## config.mk

```make
export PLATFORM = sky130hd
export DESIGN_NAME = debug_controller
export DESIGN_NICKNAME = d
export VERILOG_FILES = /design/src/rtl/debug_controller.sv
export SDC_FILE = /design/constraint.sdc
export NUM_CORES = 1
export LEC_CHECK = 0
export BUFFER_PORTS_ARGS = -buffer_cell sky130_fd_sc_hd__buf_2
export CORE_ASPECT_RATIO = 0.5
export CORE_MARGIN = 3
export CORE_UTILIZATION = 30
export DETAILED_ROUTE_END_ITERATION = 12
export PLACE_DENSITY = 0.44
export REMOVE_ABC_BUFFERS = 1
export SYNTH_ARGS = -nofsm -noshare
export SYNTH_HDL_FRONTEND = slang
export SYNTH_SLANG_ARGS = --single-unit
```

## constraint.sdc

```tcl
create_clock -name clk -period 2.4 [get_ports clk]
set_input_delay 0.36 -clock clk [delete_from_list [all_inputs] [get_ports clk]]
set_output_delay 0.36 -clock clk [all_outputs]
set_load 0.05 [all_outputs]
```

## src/rtl/debug_controller.sv

```systemverilog
// debug_controller: byte-command debug monitor that sits between a UART and a
// pipelined CPU. It reads probe values through the debug decoder, single-steps
// or free-runs the pipeline, and reports step counts and acknowledgements.
module debug_controller #(
  parameter logic [31:0] RUN_LIMIT    = 32'hFFFF_FFFF,
  parameter bit          TX_LSB_FIRST = 1'b1
) (
  input  logic        clk,
  input  logic        reset,
  input  logic [7:0]  rx_data,
  input  logic        rx_valid,
  input  logic        tx_busy,
  output logic [7:0]  tx_data,
  output logic        tx_start,
  output logic [7:0]  code,
  input  logic [31:0] result,
  input  logic [1:0]  size,
  output logic        cpu_step,
  input  logic        halt_in,
  output logic        running,
  output logic        cmd_drop
);

  localparam logic [7:0] CMD_STEP  = 8'h3F;
  localparam logic [7:0] CMD_RUN   = 8'h60;
  localparam logic [7:0] CMD_STOP  = 8'h61;
  localparam logic [7:0] CMD_READ  = 8'h62;
  localparam logic [7:0] CMD_CLEAR = 8'h63;
  localparam logic [7:0] ACK_OK    = 8'hFF;
  localparam logic [7:0] ACK_HALT  = 8'hA5;
  localparam logic [7:0] ACK_STOP  = 8'h5A;

  typedef enum logic [2:0] {
    IDLE, PROBE, LATCH, SEND, WAIT_TX, STEP, RUN
  } state_t;

  state_t      state, state_nxt;
  logic [31:0] shadow, shadow_nxt;
  logic [2:0]  count, count_nxt;
  logic        len4, len4_nxt;
  logic        wait_first, wait_first_nxt;
  logic [7:0]  code_nxt;
  logic [31:0] step_cnt, step_cnt_nxt;
  logic [31:0] run_cnt, run_cnt_nxt;
  logic [1:0]  byte_idx;
  logic [7:0]  send_byte;

  // Pick the reply byte for the current position; single-byte replies are always bits 7:0
  always_comb begin
    byte_idx = 2'(3'd4 - count);
    if (!len4) begin
      send_byte = shadow[7:0];
    end else if (TX_LSB_FIRST) begin
      send_byte = shadow[8*byte_idx +: 8];
    end else begin
      send_byte = shadow[8*(~byte_idx) +: 8];
    end
  end

  // Next-state, datapath updates and pulse outputs for the command FSM
  always_comb begin
    state_nxt      = state;
    shadow_nxt     = shadow;
    count_nxt      = count;
    len4_nxt       = len4;
    wait_first_nxt = wait_first;
    code_nxt       = code;
    step_cnt_nxt   = step_cnt;
    run_cnt_nxt    = run_cnt;
    tx_data        = 8'h00;
    tx_start       = 1'b0;
    cpu_step       = 1'b0;
    cmd_drop       = 1'b0;
    running        = 1'b0;
    case (state)
      IDLE: begin
        if (rx_valid) begin
          if (rx_data == CMD_STEP) begin
            code_nxt  = 8'h00;
            state_nxt = STEP;
          end else if (rx_data >= 8'h01 && rx_data <= 8'h5F) begin
            code_nxt  = rx_data;
            state_nxt = PROBE;
          end else if (rx_data == CMD_RUN) begin
            code_nxt    = 8'h00;
            run_cnt_nxt = 32'd0;
            state_nxt   = RUN;
          end else if (rx_data == CMD_READ) begin
            shadow_nxt = step_cnt;
            len4_nxt   = 1'b1;
            count_nxt  = 3'd4;
            state_nxt  = SEND;
          end else if (rx_data == CMD_CLEAR) begin
            step_cnt_nxt = 32'd0;
            shadow_nxt   = {24'h0, ACK_OK};
            len4_nxt     = 1'b0;
            count_nxt    = 3'd1;
            state_nxt    = SEND;
          end else begin
            cmd_drop = 1'b1;
          end
        end
      end
      PROBE: begin
        cmd_drop  = rx_valid;
        state_nxt = LATCH;
      end
      LATCH: begin
        cmd_drop   = rx_valid;
        shadow_nxt = result;
        len4_nxt   = (size == 2'b11);
        count_nxt  = (size == 2'b11) ? 3'd4 : 3'd1;
        state_nxt  = SEND;
      end
      SEND: begin
        cmd_drop = rx_valid;
        if (!tx_busy) begin
          tx_data        = send_byte;
          tx_start       = 1'b1;
          count_nxt      = count - 3'd1;
          wait_first_nxt = 1'b1;
          state_nxt      = WAIT_TX;
        end
      end
      WAIT_TX: begin
        cmd_drop = rx_valid;
        if (wait_first) begin
          wait_first_nxt = 1'b0;
        end else if (!tx_busy) begin
          state_nxt = (count != 3'd0) ? SEND : IDLE;
        end
      end
      STEP: begin
        cmd_drop     = rx_valid;
        cpu_step     = 1'b1;
        step_cnt_nxt = step_cnt + 32'd1;
        shadow_nxt   = {24'h0, ACK_OK};
        len4_nxt     = 1'b0;
        count_nxt    = 3'd1;
        state_nxt    = SEND;
      end
      RUN: begin
        running  = 1'b1;
        cmd_drop = rx_valid && (rx_data != CMD_STOP);
        len4_nxt  = 1'b0;
        count_nxt = 3'd1;
        if (halt_in) begin
          shadow_nxt = {24'h0, ACK_HALT};
          state_nxt  = SEND;
        end else if (rx_valid && rx_data == CMD_STOP) begin
          shadow_nxt = {24'h0, ACK_STOP};
          state_nxt  = SEND;
        end else begin
          cpu_step     = 1'b1;
          step_cnt_nxt = step_cnt + 32'd1;
          run_cnt_nxt  = run_cnt + 32'd1;
          if (run_cnt == RUN_LIMIT - 32'd1) begin
            shadow_nxt = {24'h0, ACK_HALT};
            state_nxt  = SEND;
          end
        end
      end
      default: state_nxt = IDLE;
    endcase
  end

  // State and datapath registers; reset abandons any reply or run in progress
  always_ff @(posedge clk or negedge reset) begin
    if (!reset) begin
      state      <= IDLE;
      shadow     <= 32'd0;
      count      <= 3'd0;
      len4       <= 1'b0;
      wait_first <= 1'b0;
      code       <= 8'h00;
      step_cnt   <= 32'd0;
      run_cnt    <= 32'd0;
    end else begin
      state      <= state_nxt;
      shadow     <= shadow_nxt;
      count      <= count_nxt;
      len4       <= len4_nxt;
      wait_first <= wait_first_nxt;
      code       <= code_nxt;
      step_cnt   <= step_cnt_nxt;
      run_cnt    <= run_cnt_nxt;
    end
  end

endmodule

```

==> metrics.md, run 1 <==
| Metric | Value |
|---|---|
| Layout cells sized above 1 | `0.248` |
| Post-Syn Instances | `roughly 730` |
| Path depth of the worst reg2reg path | `5` |
| GP Congestion | `a little under 0.8` |
| Clk buf depth | `2` |
| Max incr delay on CP | `about 0.54 ns` |
| Synthesized area | `between 6000 and 7000 sq um` |
| Initial antenna violation count | `0` |
| Ports | `67` |
| Fin crit period | `between 2 and 2.5 ns` |
| Worst Setup Start Kind | `input pin` |
| NetSw | `3280 uW` |
| CTS Sinks | `roughly 110` |
| Outcome | `completed` |
| TritonCTS clock tree | `yes` |
| Placed insts | `about 1100` |
| Share of the synthesized area in the top cell type | `0.417` |
| Core Region | `21800 sq um` |
| Pwr/cell area | `between 900 and 1000 nW/um^2` |
| R2R Path Start | `state[1]` |
| HP Class | `in -> async` |
| Synth unique cells | `66` |
| Commonest cells in the netlist | `dfrtp_1, o21ai_0, nand2_1` |
| Final Max Tran Viols | `0` |
| FF-to-FF setup slack | `between 0.1 and 0.15 ns` |
| Diode count | `0` |
| YS warnings | `0` |
| Internal | `4760 uW` |
| Seq pwr share | `0.326` |
| Final WS setup | `around 0.09 ns` |
| Top FF cell, synth | `dfrtp_1` |
| Top cells by area, synth | `dfrtp_1, mux2_4, o21ai_0` |
| CP arrival | `1.95 ns` |
| Drt initial violations | `between 500 and 600` |
| Initial Util | `0.308` |
| RR Endpoint | `code[0]` |
| DPL Wire Length | `about 14000 microns` |
| Detail Route Antenna Nets | `0` |
| First-pass GRT wire length | `about 33000 microns` |
| Overall global routing resource usage | `0.168` |
| Port buffer count | `between 60 and 70` |
| Vias per cell | `roughly 5.3` |
| Instance count on the critical path | `6` |
| Logic pwr share | `0.469` |
| Layout Cells excl Fill | `between 1000 and 1500` |
| Die area | `24300 sq um` |
| Routed wire per std cell | `between 15 and 20 microns` |
| Vias post-DR | `approximately 6000` |
| Residual DRC count | `0` |
| CTS clk-pin slew, worst paths | `0.08 ns` |
| Final hold violations | `0` |
| Horiz. Die Dim | `approximately 220 microns` |
| Leak | `roughly 0.0036 uW` |
| Pre-CTS setup slack | `-0.0445 ns` |
| Routed WL | `about 20000 microns` |
| Layout overhead on the synthesized area | `20.9%` |
| CP Class | `in -> out` |
| Layout Nets | `between 800 and 900` |
| Most common cell in the netlist | `dfrtp_1` |
| # rows | `38` |
| Mean Syn Cell Area | `a little over 9 sq um` |
| DRT Pass-1 Iters | `6` |
| Max Cap Viol | `0` |
| Fin crit share | `0.962` |
| Crit Path Max Fanout | `5` |
| CTS Hold Bufs | `0` |
| Vias in the first global route | `~5700` |
| Clock Tree Root | `clkbuf_16` |
| EDFF count, synth | `0` |
| Die Height | `around 110 microns` |
| Fmax | `~0.43 GHz` |
| Global route overflow | `0` |
| Ys async rst share | `1.00` |
| Area leader, netlist | `dfrtp_1` |
| Clock network power share | `0.206` |
| Clk_skew | `0.00879 ns` |
| Net Sw Frac | `0.408` |
| Crit end category | `output pin` |
| VDD IR max | `0.443 mV` |
| Num CTS Buffers | `9` |
| Clk_lat worst skew | `0.36 ns` |
| Critical Path RT | `about 2.0 ns` |
| CP max stage cell | `or4_4` |
| Largest net degree at the start of global routing | `46` |
| Yosys reg bits | `112` |
| Final setup vio count | `0` |
| H-tree depth | `3` |
| Slew headroom | `0.574` |
| Crit-path cells | `buf_2 > or3_1 > or4_4 > o21ai_4 > inv_2 > buf_4` |
| CP bufs+invs | `3` |
| Worst-Margin Slew | `roughly 0.63 ns` |
| Seq/Total Area, Yosys | `0.417` |
| Cell family with most CP delay | `simple AND/OR/NAND/NOR gates` |
| Fillers | `2247` |
==> state kept, by name (all words and copies together), names as in the netlist <==
register and flops:
step_cnt 32, code 8, count 3, shadow 32
state 3, wait_first 1, len4 1, run_cnt 32
==> how the worst max path moves through the flow <==
stage / start / to / slack (ns)
after global routing: state[0] / cpu_step / -0.002
after CTS: state[1] / cmd_drop / 0.02
final: rx_data[4] / cpu_step / 0.09
after detailed placement: rx_data[4] / step_cnt[24] / -0.04
after floorplan: state[1] / tx_data[0] / -0.77
after global placement: rx_data[4] / cpu_step / -0.03
==> repair_timing <==
action / CTS / global route
pin swaps: 0 / 1
resized for setup: 14 / 14
setup endpoints to repair: 9 / 16
endpoints found under the hold margin: 0 / 0
setup buffers: 3 / 4
gates cloned: 0 / 1
==> routing by layer <==
| layer | GRT usage | part of all wire |
|---|---|---|
| met3 | 0.0297 | 0.036 |
| met1 | 0.254 | 0.50 |
| met4 | 0.0247 | 0.0058 |
| met5 | 0 | 0 |
| met2 | 0.257 | 0.46 |
==> power groups by stage <==
| stage | combinational, uW | clock, uW | sequential, uW |
|---|---|---|---|
| after CTS | 3720 | 1710 | 2620 |
| after global routing | 4130 | 1770 | 2680 |
| after detailed placement | 3620 | 0 | 2650 |
| final | 3770 | 1650 | 2620 |
| after global placement | 3590 | 0 | 2660 |
| after floorplan | 2150 | 0 | 2810 |
==> final cells by class <==
cell class / count / area (sq um) / share of cell area
clock inverter: 5 / 62.6 / 0.00770
tap: 300 / 375 / 0.0462
sequential: 112 / 2810 / 0.345
inverter: 27 / 101 / 0.0125
multi-input combinational: 538 / 3600 / 0.443
clock buffer: 11 / 253 / 0.0311
timing repair buffer: 128 / 930 / 0.114
==> cell usage in the layout (no fill, tap or decap), types with 4 or more instances in the layout <==
master and instances:
dfrtp_1 109, o21ai_0 74, nand2_1 68, buf_2 59, buf_4 59, a21oi_1 40
nor2_1 38, a31oi_1 37, mux2_4 30, a22o_1 30, nand4_1 27, inv_1 26
nand3_1 17, nor3_1 15, o31ai_1 12, nand2b_1 10, and3_1 10, a41oi_1 9
clkbuf_16 9, buf_12 9, mux2i_1 8, o21ai_1 7, nor4_1 7, a211oi_1 6
ha_1 5, or3_1 4, nor4_2 4, nor2b_1 4, o21a_1 4, a22oi_1 4
or4_1 4, o41ai_1 4, a211o_1 4, mux2_2 4
==> cell families after synthesis <==
kind of cell,Yosys count,synth area share
multiplexers,42,0.0856
AND/OR/NAND/NOR,236,0.187
buffers and inverters,76,0.0558
flip-flops,112,0.417
adder cells (fa/ha/maj),5,0.00931
AO/OA/AOI/OAI,255,0.245
==> per-stage QoR <==
| stage | total power, uW | hold slack, ns | instance area (sq um) | TNS (ns) | utilization |
|---|---|---|---|---|---|
| after floorplan | 4950 | 0.0644 | 6450 | -40.24 | - |
| after global placement | 6250 | 0.417 | 7690 | -0.165 | 0.352 |
| after detailed placement | 6270 | 0.421 | 7690 | -0.409 | 0.352 |
| after CTS | 8050 | 0.0203 | 8050 | 0 | 0.369 |
| after global routing | 8590 | 0.0436 | 8130 | -0.00187 | 0.372 |
| final | 8040 | 0.00168 | 8130 | 0 | 0.372 |
(Power assumes the default switching activity.)
==> run 2, diff against run 1 <==
--- a/config.mk
+++ b/config.mk
@@ -5,6 +5,7 @@
 export SDC_FILE = /design/constraint.sdc
 export NUM_CORES = 1
 export LEC_CHECK = 0
+export ABC_AREA = 1
 export BUFFER_PORTS_ARGS = -buffer_cell sky130_fd_sc_hd__buf_2
 export CORE_ASPECT_RATIO = 0.5
 export CORE_MARGIN = 3
@@ -12,6 +13,7 @@
 export DETAILED_ROUTE_END_ITERATION = 12
 export PLACE_DENSITY = 0.44
 export REMOVE_ABC_BUFFERS = 1
+export SLEW_MARGIN = 25
 export SYNTH_ARGS = -nofsm -noshare
 export SYNTH_HDL_FRONTEND = slang
 export SYNTH_SLANG_ARGS = --single-unit
==> run 2 against run 1 <==
Compared with the run above:
- worst hold slack better by 0.27 ns
- power up 4.5%
- core utilization down 0.96 points
- sequential cell count unchanged
- critical path type is now reg -> out
- largest power group unchanged
==> metrics.md, run 2 <==
| Metric | Value |
|---|---|
| Post-Route Utilization | `0.363 (-0.00962)` |
| Placement Cell Area | `8190 sq um (+6.5%)` |
| Biggest registers after layout | `run_cnt: 32 flops, shadow: 32 flops, step_cnt: 32 flops` |
| HP Class | `in -> reg` |
| Worst-Margin Slew | `0.578 ns (-0.0552 ns)` |
| Clk buf depth | `2 (unchanged)` |
| R2R Path Start | `state[0]` |
| Outcome | `completed` |
| Final setup vio count | `0 (unchanged)` |
| Clock Tree Root | `clkbuf_16` |
| Final WS setup | `0.00239 ns (-0.0894 ns)` |
| DRT Pass-1 Iters | `5 (-1)` |
| Top cells by area, synth | `dfrtp_1, nand2_1, nor2_1` |
| FF+latch area | `2810 sq um (about the same)` |
| Ys async rst share | `1.00 (unchanged)` |
| EDFF count, synth | `0 (unchanged)` |
| RSZ-0062 raised after global routing | `true` |
| Global route overflow | `0 (unchanged)` |
| Horiz. Die Dim | `229 microns (+5.2%)` |
| Fin crit share | `0.999 (+0.0373)` |
| Fillers | `2655 (+18%)` |
| Fmax | `0.417 GHz (-3.7%)` |
| Crit-path cells | `inv_2 > ha_4 > clkinvlp_4 > buf_6 > a21oi_4 > buf_4 > o21ai_2 > a21oi_2 > buf_6` |
| Final Max Tran Viols | `0 (unchanged)` |
| Initial Util | `0.308 (about the same)` |
| Post-Syn Instances | `1159 (+60%)` |
| Diode count | `0 (unchanged)` |
| Layout Nets | `1284 (+48%)` |
| TritonCTS clock tree | `yes` |
| # rows | `40 (+5.3%)` |
| Largest net degree at the start of global routing | `63 (+37%)` |
| Hold_ws | `0.272 ns (+0.270 ns)` |
| Crit end category | `output pin` |
| Fin area | `8790 sq um (+8.1%)` |
| CP bufs+invs | `5 (+2)` |
| CTS Sinks | `112 (unchanged)` |
| Leak | `0.00395 uW (+11%)` |
| Top FF cell, synth | `dfrtp_1` |
| Max Cap Viol | `0 (unchanged)` |
| Max incr delay on CP | `0.37 ns (-0.17 ns)` |
| Seq/Total Area, Yosys | `0.375 (-0.0416)` |
| CTS clk-pin slew, worst paths | `0.08 ns (about the same)` |
| Commonest cells in the netlist | `nand2_1, nor2_1, dfrtp_1` |
| Share of the synthesized area in the top cell type | `0.375 (-0.0416)` |
| Most common cell in the netlist | `nand2_1` |
| FF-to-FF setup slack | `0.34 ns (+0.20 ns)` |
| Die area | `26900 sq um (+11%)` |
| Overall global routing resource usage | `0.181 (+0.0126)` |
| Pwr/cell area | `956 nW/um^2 (-3.4%)` |
| CP Class | `reg -> out` |
| Fin crit period | `2.40 ns (+0.0894 ns)` |
| Clk_lat worst skew | `0.38 ns (+0.02 ns)` |
| Synth unique cells | `34 (-48%)` |
| Commonest non-fill, non-tap cell in the layout | `nand2_1` |
| Cell family with most CP delay | `buffers and inverters` |
| CP arrival | `2.04 ns (+0.09 ns)` |
| Hold depth | `3` |
| Area leader, netlist | `dfrtp_1` |
| Area of the multi-input gates | `4290 sq um (+19%)` |
| WHS Endpoint | `code[2]` |
| DPL Wire Length | `18000 microns (+29%)` |
| Pre-CTS setup slack | `0.122 ns (+0.166 ns)` |
| Drt initial violations | `523 (+3.2%)` |
| Highest-count cells in the layout ignoring fill and taps | `nand2_1, nor2_1, dfrtp_1` |
| Layout overhead on the synthesized area | `17.7%` |
| Vias in the first global route | `7071 (+23%)` |
| Layout cells sized above 1 | `0.140 (-0.109)` |
| Worst hold start | `rx_data[2]` |
| Detail Route Antenna Nets | `0 (unchanged)` |
| Most frequent CP cell | `buf_6` |
| Clk_skew | `0.0157 ns (+0.00690 ns)` |
| Num CTS Buffers | `9 (unchanged)` |
| Mean Syn Cell Area | `6.44 sq um (-30%)` |
| Final hold violations | `0 (unchanged)` |
| Port buffer count | `66 (unchanged)` |
| Vias per cell | `4.68 (-12%)` |
| Core Region | `24200 sq um (+11%)` |
| Critical Path RT | `2.04 ns (about the same)` |
| Routed WL | `24000 microns (+19%)` |
| Crit Path Max Fanout | `8 (+3)` |
| H-tree depth | `3 (unchanged)` |
| YS warnings | `0 (unchanged)` |
| CP max stage cell | `dfrtp_1` |
| Routed wire per std cell | `15.3 microns (-15%)` |
| Worst Setup Start Kind | `register` |
| Ports | `67 (unchanged)` |
| Yosys reg bits | `112 (unchanged)` |
| VDD IR max | `0.514 mV (+16%)` |
| RR Endpoint | `shadow[28]` |
| Vias post-DR | `7364 (+24%)` |
| Synthesized area | `7470 sq um (+11%)` |
| Slew headroom | `0.613 (+0.0393)` |
| First-pass GRT wire length | `38600 microns (+18%)` |
| Residual DRC count | `0 (unchanged)` |
| Initial antenna violation count | `0 (unchanged)` |
| Path depth of the worst reg2reg path | `9 (+4)` |
| GP Congestion | `0.868 (+12%)` |
| Die Height | `118 microns (+5.1%)` |
[run 2: cell families (layout without fill, tap and decap cells)]
group                    count (synthesis)  after routing  synth area share
XOR/XNOR                                24             24            0.0281
multiplexers                             1              1           0.00134
flip-flops                             112            112             0.375
AO/OA/AOI/OAI                          123            123            0.0876
adder cells (fa/ha/maj)                  5              5           0.00838
AND/OR/NAND/NOR                        770            772             0.422
buffers and inverters                  124            200            0.0772
[run 2: worst max-delay path by stage]
stage	startpoint	end	slack, ns	depth (start not counted)
finish	count[0]	tx_data[1]	0.002	9
detailed placement	count[0]	tx_data[3]	0.12	7
global route	count[0]	tx_data[1]	-0.07	9
CTS	count[0]	tx_data[3]	0.01	8
floorplan	state[0]	tx_data[0]	-0.28	6
global placement	count[0]	tx_data[3]	0.10	7
[run 2: cell type report]
class / instances / area share
Multi-Input combinational cell: 925 / 0.488
Sequential cell: 112 / 0.319
Tap cell: 336 / 0.0478
Inverter: 88 / 0.0384
Clock inverter: 5 / 0.00698
Clock buffer: 11 / 0.0265
Timing Repair Buffer: 96 / 0.0733
[run 2: worst min-delay path, stage by stage]
cell,delay [ns]
buf_2,0.12
nand2_1,0.06
o21ai_0,0.07
[run 2: repair_timing]
item / in CTS / in global routing
gates cloned: 0 / 2
pin swaps: 1 / 5
endpoints found under the setup margin: 11 / 43
buffers inserted: 2 / 5
hold buffers: 1 / 0
resized for setup: 25 / 35
endpoints found under the hold margin: 34 / 0
[run 2: routing by layer]
metal  part of all wire  up-vias  global-route usage
li1                   -     3809                   -
met1               0.48     3403               0.244
met2               0.46      134               0.298
met3              0.039       18              0.0409
met4              0.013        0              0.0372
met5                  0        -                   0
[run 2: where the power goes]
| part | total [uW] | switching [uW] | internal [uW] | leakage (uW) |
|---|---|---|---|---|
| Sequential | 2600 | 314 | 2290 | 0.00151 |
| Combinational | 4190 | 2870 | 1320 | 0.00229 |
| Clock | 1610 | 787 | 822 | 0.000145 |
[run 2: stage by stage]
step           total power [uW]  instances  TNS (ns)
2_1_floorplan              4920       1123     -2.20
3_3_place_gp               6290       1547         0
3_5_place_dp               6300       1547         0
4_1_cts                    8130       1566         0
5_1_grt                    9030       1573    -0.302
6_report                   8400       1573         0
==> run 3, diff against run 2 <==
--- a/config.mk
+++ b/config.mk
@@ -13,6 +13,7 @@
 export DETAILED_ROUTE_END_ITERATION = 12
 export PLACE_DENSITY = 0.44
 export REMOVE_ABC_BUFFERS = 1
+export SETUP_SLACK_MARGIN = 0.05
 export SLEW_MARGIN = 25
 export SYNTH_ARGS = -nofsm -noshare
 export SYNTH_HDL_FRONTEND = slang
==> run 3 against run 2 <==
Compared with the run above:
- global-route usage is essentially flat
- register-to-register slack is essentially flat
- via count shrank 0.71%
- maximum frequency grew 0.74%
- highest routed layer unchanged
==> metrics.md, run 3 (synthesis gave the netlist of run 2 again) <==
| Metric | Value |
|---|---|
| Clk buf depth | `2 (unchanged)` |
| Residual DRC count | `0 (unchanged)` |
| Crit-path cells | `inv_2 > ha_4 > clkinvlp_4 > buf_6 > a21oi_4 > buf_4 > o21ai_2 > a21oi_2 > buf_6` |
| Largest net degree at the start of global routing | `63 (unchanged)` |
| CTS clk-pin slew, worst paths | `0.08 ns (about the same)` |
| Layout overhead on the synthesized area | `17.4%` |
| Layout cells sized above 1 | `0.138 (-0.00162)` |
| TritonCTS clock tree | `yes` |
| Die area | `26900 sq um (unchanged)` |
| WHS Endpoint | `code[2]` |
| Die Height | `118 microns (unchanged)` |
| Fin area | `8770 sq um (-0.24%)` |
| RR Endpoint | `shadow[28]` |
| Fin crit share | `0.992 (-0.00730)` |
| Area of the multi-input gates | `4250 sq um (-0.76%)` |
| Slew headroom | `0.618 (+0.00420)` |
| Path depth of the worst reg2reg path | `9 (unchanged)` |
| Ports | `67 (unchanged)` |
| Cell family with most CP delay | `buffers and inverters` |
| Fmax | `0.420 GHz (+0.74%)` |
| CP bufs+invs | `5 (unchanged)` |
| Core Region | `24200 sq um (unchanged)` |
| Worst-Margin Slew | `0.572 ns (-0.00628 ns)` |
| Horiz. Die Dim | `229 microns (unchanged)` |
| GP Congestion | `0.868 (unchanged)` |
| Drt initial violations | `517 (-1.1%)` |
| Fillers | `2660 (+0.19%)` |
| Global route overflow | `0 (unchanged)` |
| Leak | `0.00395 uW (about the same)` |
| Diode count | `0 (unchanged)` |
| Met3 wire length | `840 microns (-11%)` |
| CP Class | `reg -> out` |
| Worst hold start | `rx_data[2]` |
| Placement Cell Area | `8190 sq um (unchanged)` |
| DRT Pass-1 Iters | `5 (unchanged)` |
| Vias in the first global route | `7073 (+0.028%)` |
| First-pass GRT wire length | `38600 microns (about the same)` |
| Most frequent CP cell | `buf_6` |
| Hold depth | `3 (unchanged)` |
| CP max stage cell | `dfrtp_1` |
| Final hold violations | `0 (unchanged)` |
| Port buffer count | `66 (unchanged)` |
| Critical Path RT | `2.04 ns (about the same)` |
| HP Class | `in -> reg` |
| Final setup vio count | `0 (unchanged)` |
| Clk_lat worst skew | `0.38 ns (about the same)` |
| Crit end category | `output pin` |
| Highest-count cells in the layout ignoring fill and taps | `nand2_1, nor2_1, dfrtp_1` |
| Outcome | `completed` |
| CTS Sinks | `112 (unchanged)` |
| Final Max Tran Viols | `0 (unchanged)` |
| Biggest registers after layout | `run_cnt: 32 flops, shadow: 32 flops, step_cnt: 32 flops` |
| Overall global routing resource usage | `0.181 (about the same)` |
| VDD IR max | `0.510 mV (-0.81%)` |
| Max Cap Viol | `0 (unchanged)` |
| H-tree depth | `3 (unchanged)` |
| Worst Setup Start Kind | `register` |
| Max Used Layer | `met4` |
| CP arrival | `2.02 ns (-0.02 ns)` |
| WL met2 | `11100 microns (-0.23%)` |
| DPL Wire Length | `18000 microns (unchanged)` |
| Routed wire per std cell | `15.3 microns (-0.25%)` |
| # rows | `40 (unchanged)` |
| Detail Route Antenna Nets | `0 (unchanged)` |
| FF-to-FF setup slack | `0.33 ns (about the same)` |
| Clk_skew | `0.0159 ns (+0.000180 ns)` |
| Metal-1 WL | `11700 microns (+0.58%)` |
| Routed WL | `24000 microns (-0.25%)` |
| Post-Route Utilization | `0.362 (-0.000878)` |
| Fin crit period | `2.38 ns (-0.0175 ns)` |
| Initial Util | `0.308 (unchanged)` |
| Clock Tree Root | `clkbuf_16` |
| Layout Nets | `1284 (unchanged)` |
| Vias post-DR | `7312 (-0.71%)` |
| R2R Path Start | `state[0]` |
| Vias per cell | `4.65 (-0.71%)` |
| FF+latch area | `2810 sq um (unchanged)` |
| Initial antenna violation count | `0 (unchanged)` |
| Pwr/cell area | `954 nW/um^2 (-0.28%)` |
| RSZ-0062 raised after global routing | `true` |
| Num CTS Buffers | `9 (unchanged)` |
| Commonest non-fill, non-tap cell in the layout | `nand2_1` |
| Max incr delay on CP | `0.37 ns (about the same)` |
| Crit Path Max Fanout | `8 (unchanged)` |
-- run 3: worst max-delay path by stage --
| stage | startpoint | endpoint | slack, ns | cells past startpoint |
|---|---|---|---|---|
| floorplan | state[0] | tx_data[0] | -0.28 | 6 |
| global placement | count[0] | tx_data[3] | 0.10 | 7 |
| detailed placement | count[0] | tx_data[3] | 0.12 | 7 |
| CTS | count[0] | tx_data[7] | 0.03 | 8 |
| global route | count[0] | tx_data[1] | -0.07 | 9 |
| finish | count[0] | tx_data[1] | 0.02 | 9 |
-- run 3: area by class of cell --
cell class / instances / area share
sequential: 112 / 0.320
clock buffer: 11 / 0.0265
timing repair buffer: 97 / 0.0744
multi-input combinational: 924 / 0.485
tap: 336 / 0.0480
inverter: 88 / 0.0390
clock inverter: 5 / 0.00699
-- run 3: repair_timing --
item,in CTS,in global routing
pin swaps,4,8
gates cloned,0,1
buffers inserted,3,5
hold buffers,1,0
endpoints found under the setup margin,11,43
gates resized for setup,35,23
endpoints found under the hold margin,34,0
-- run 3: worst min-delay path, cell delays in order --
cell     delay [ns]
buf_2          0.12
nand2_1        0.06
o21ai_0        0.07
-- run 3: layer usage --
| layer | up-vias | global-route usage |
|---|---|---|
| li1 | 3806 | - |
| met1 | 3372 | 0.244 |
| met2 | 117 | 0.298 |
| met3 | 17 | 0.0409 |
| met4 | 0 | 0.0372 |
| met5 | - | 0 |
-- run 3: power breakdown --
| part | switching (uW) | internal, uW | total [uW] |
|---|---|---|---|
| combinational | 2850 | 1310 | 4160 |
| clock | 785 | 822 | 1610 |
| sequential | 306 | 2290 | 2590 |
-- run 3: through the flow --
step                hold slack, ns  TNS, ns  worst slack (ns)  power [uW]  instances
global route                 0.277   -0.410           -0.0736        9000       1573
finish                       0.270        0            0.0199        8360       1573
CTS                          0.248        0            0.0257        8170       1567
floorplan                   0.0644    -2.20            -0.275        4920       1123
global placement             0.386        0             0.102        6290       1547
detailed placement           0.386        0             0.122        6300       1547
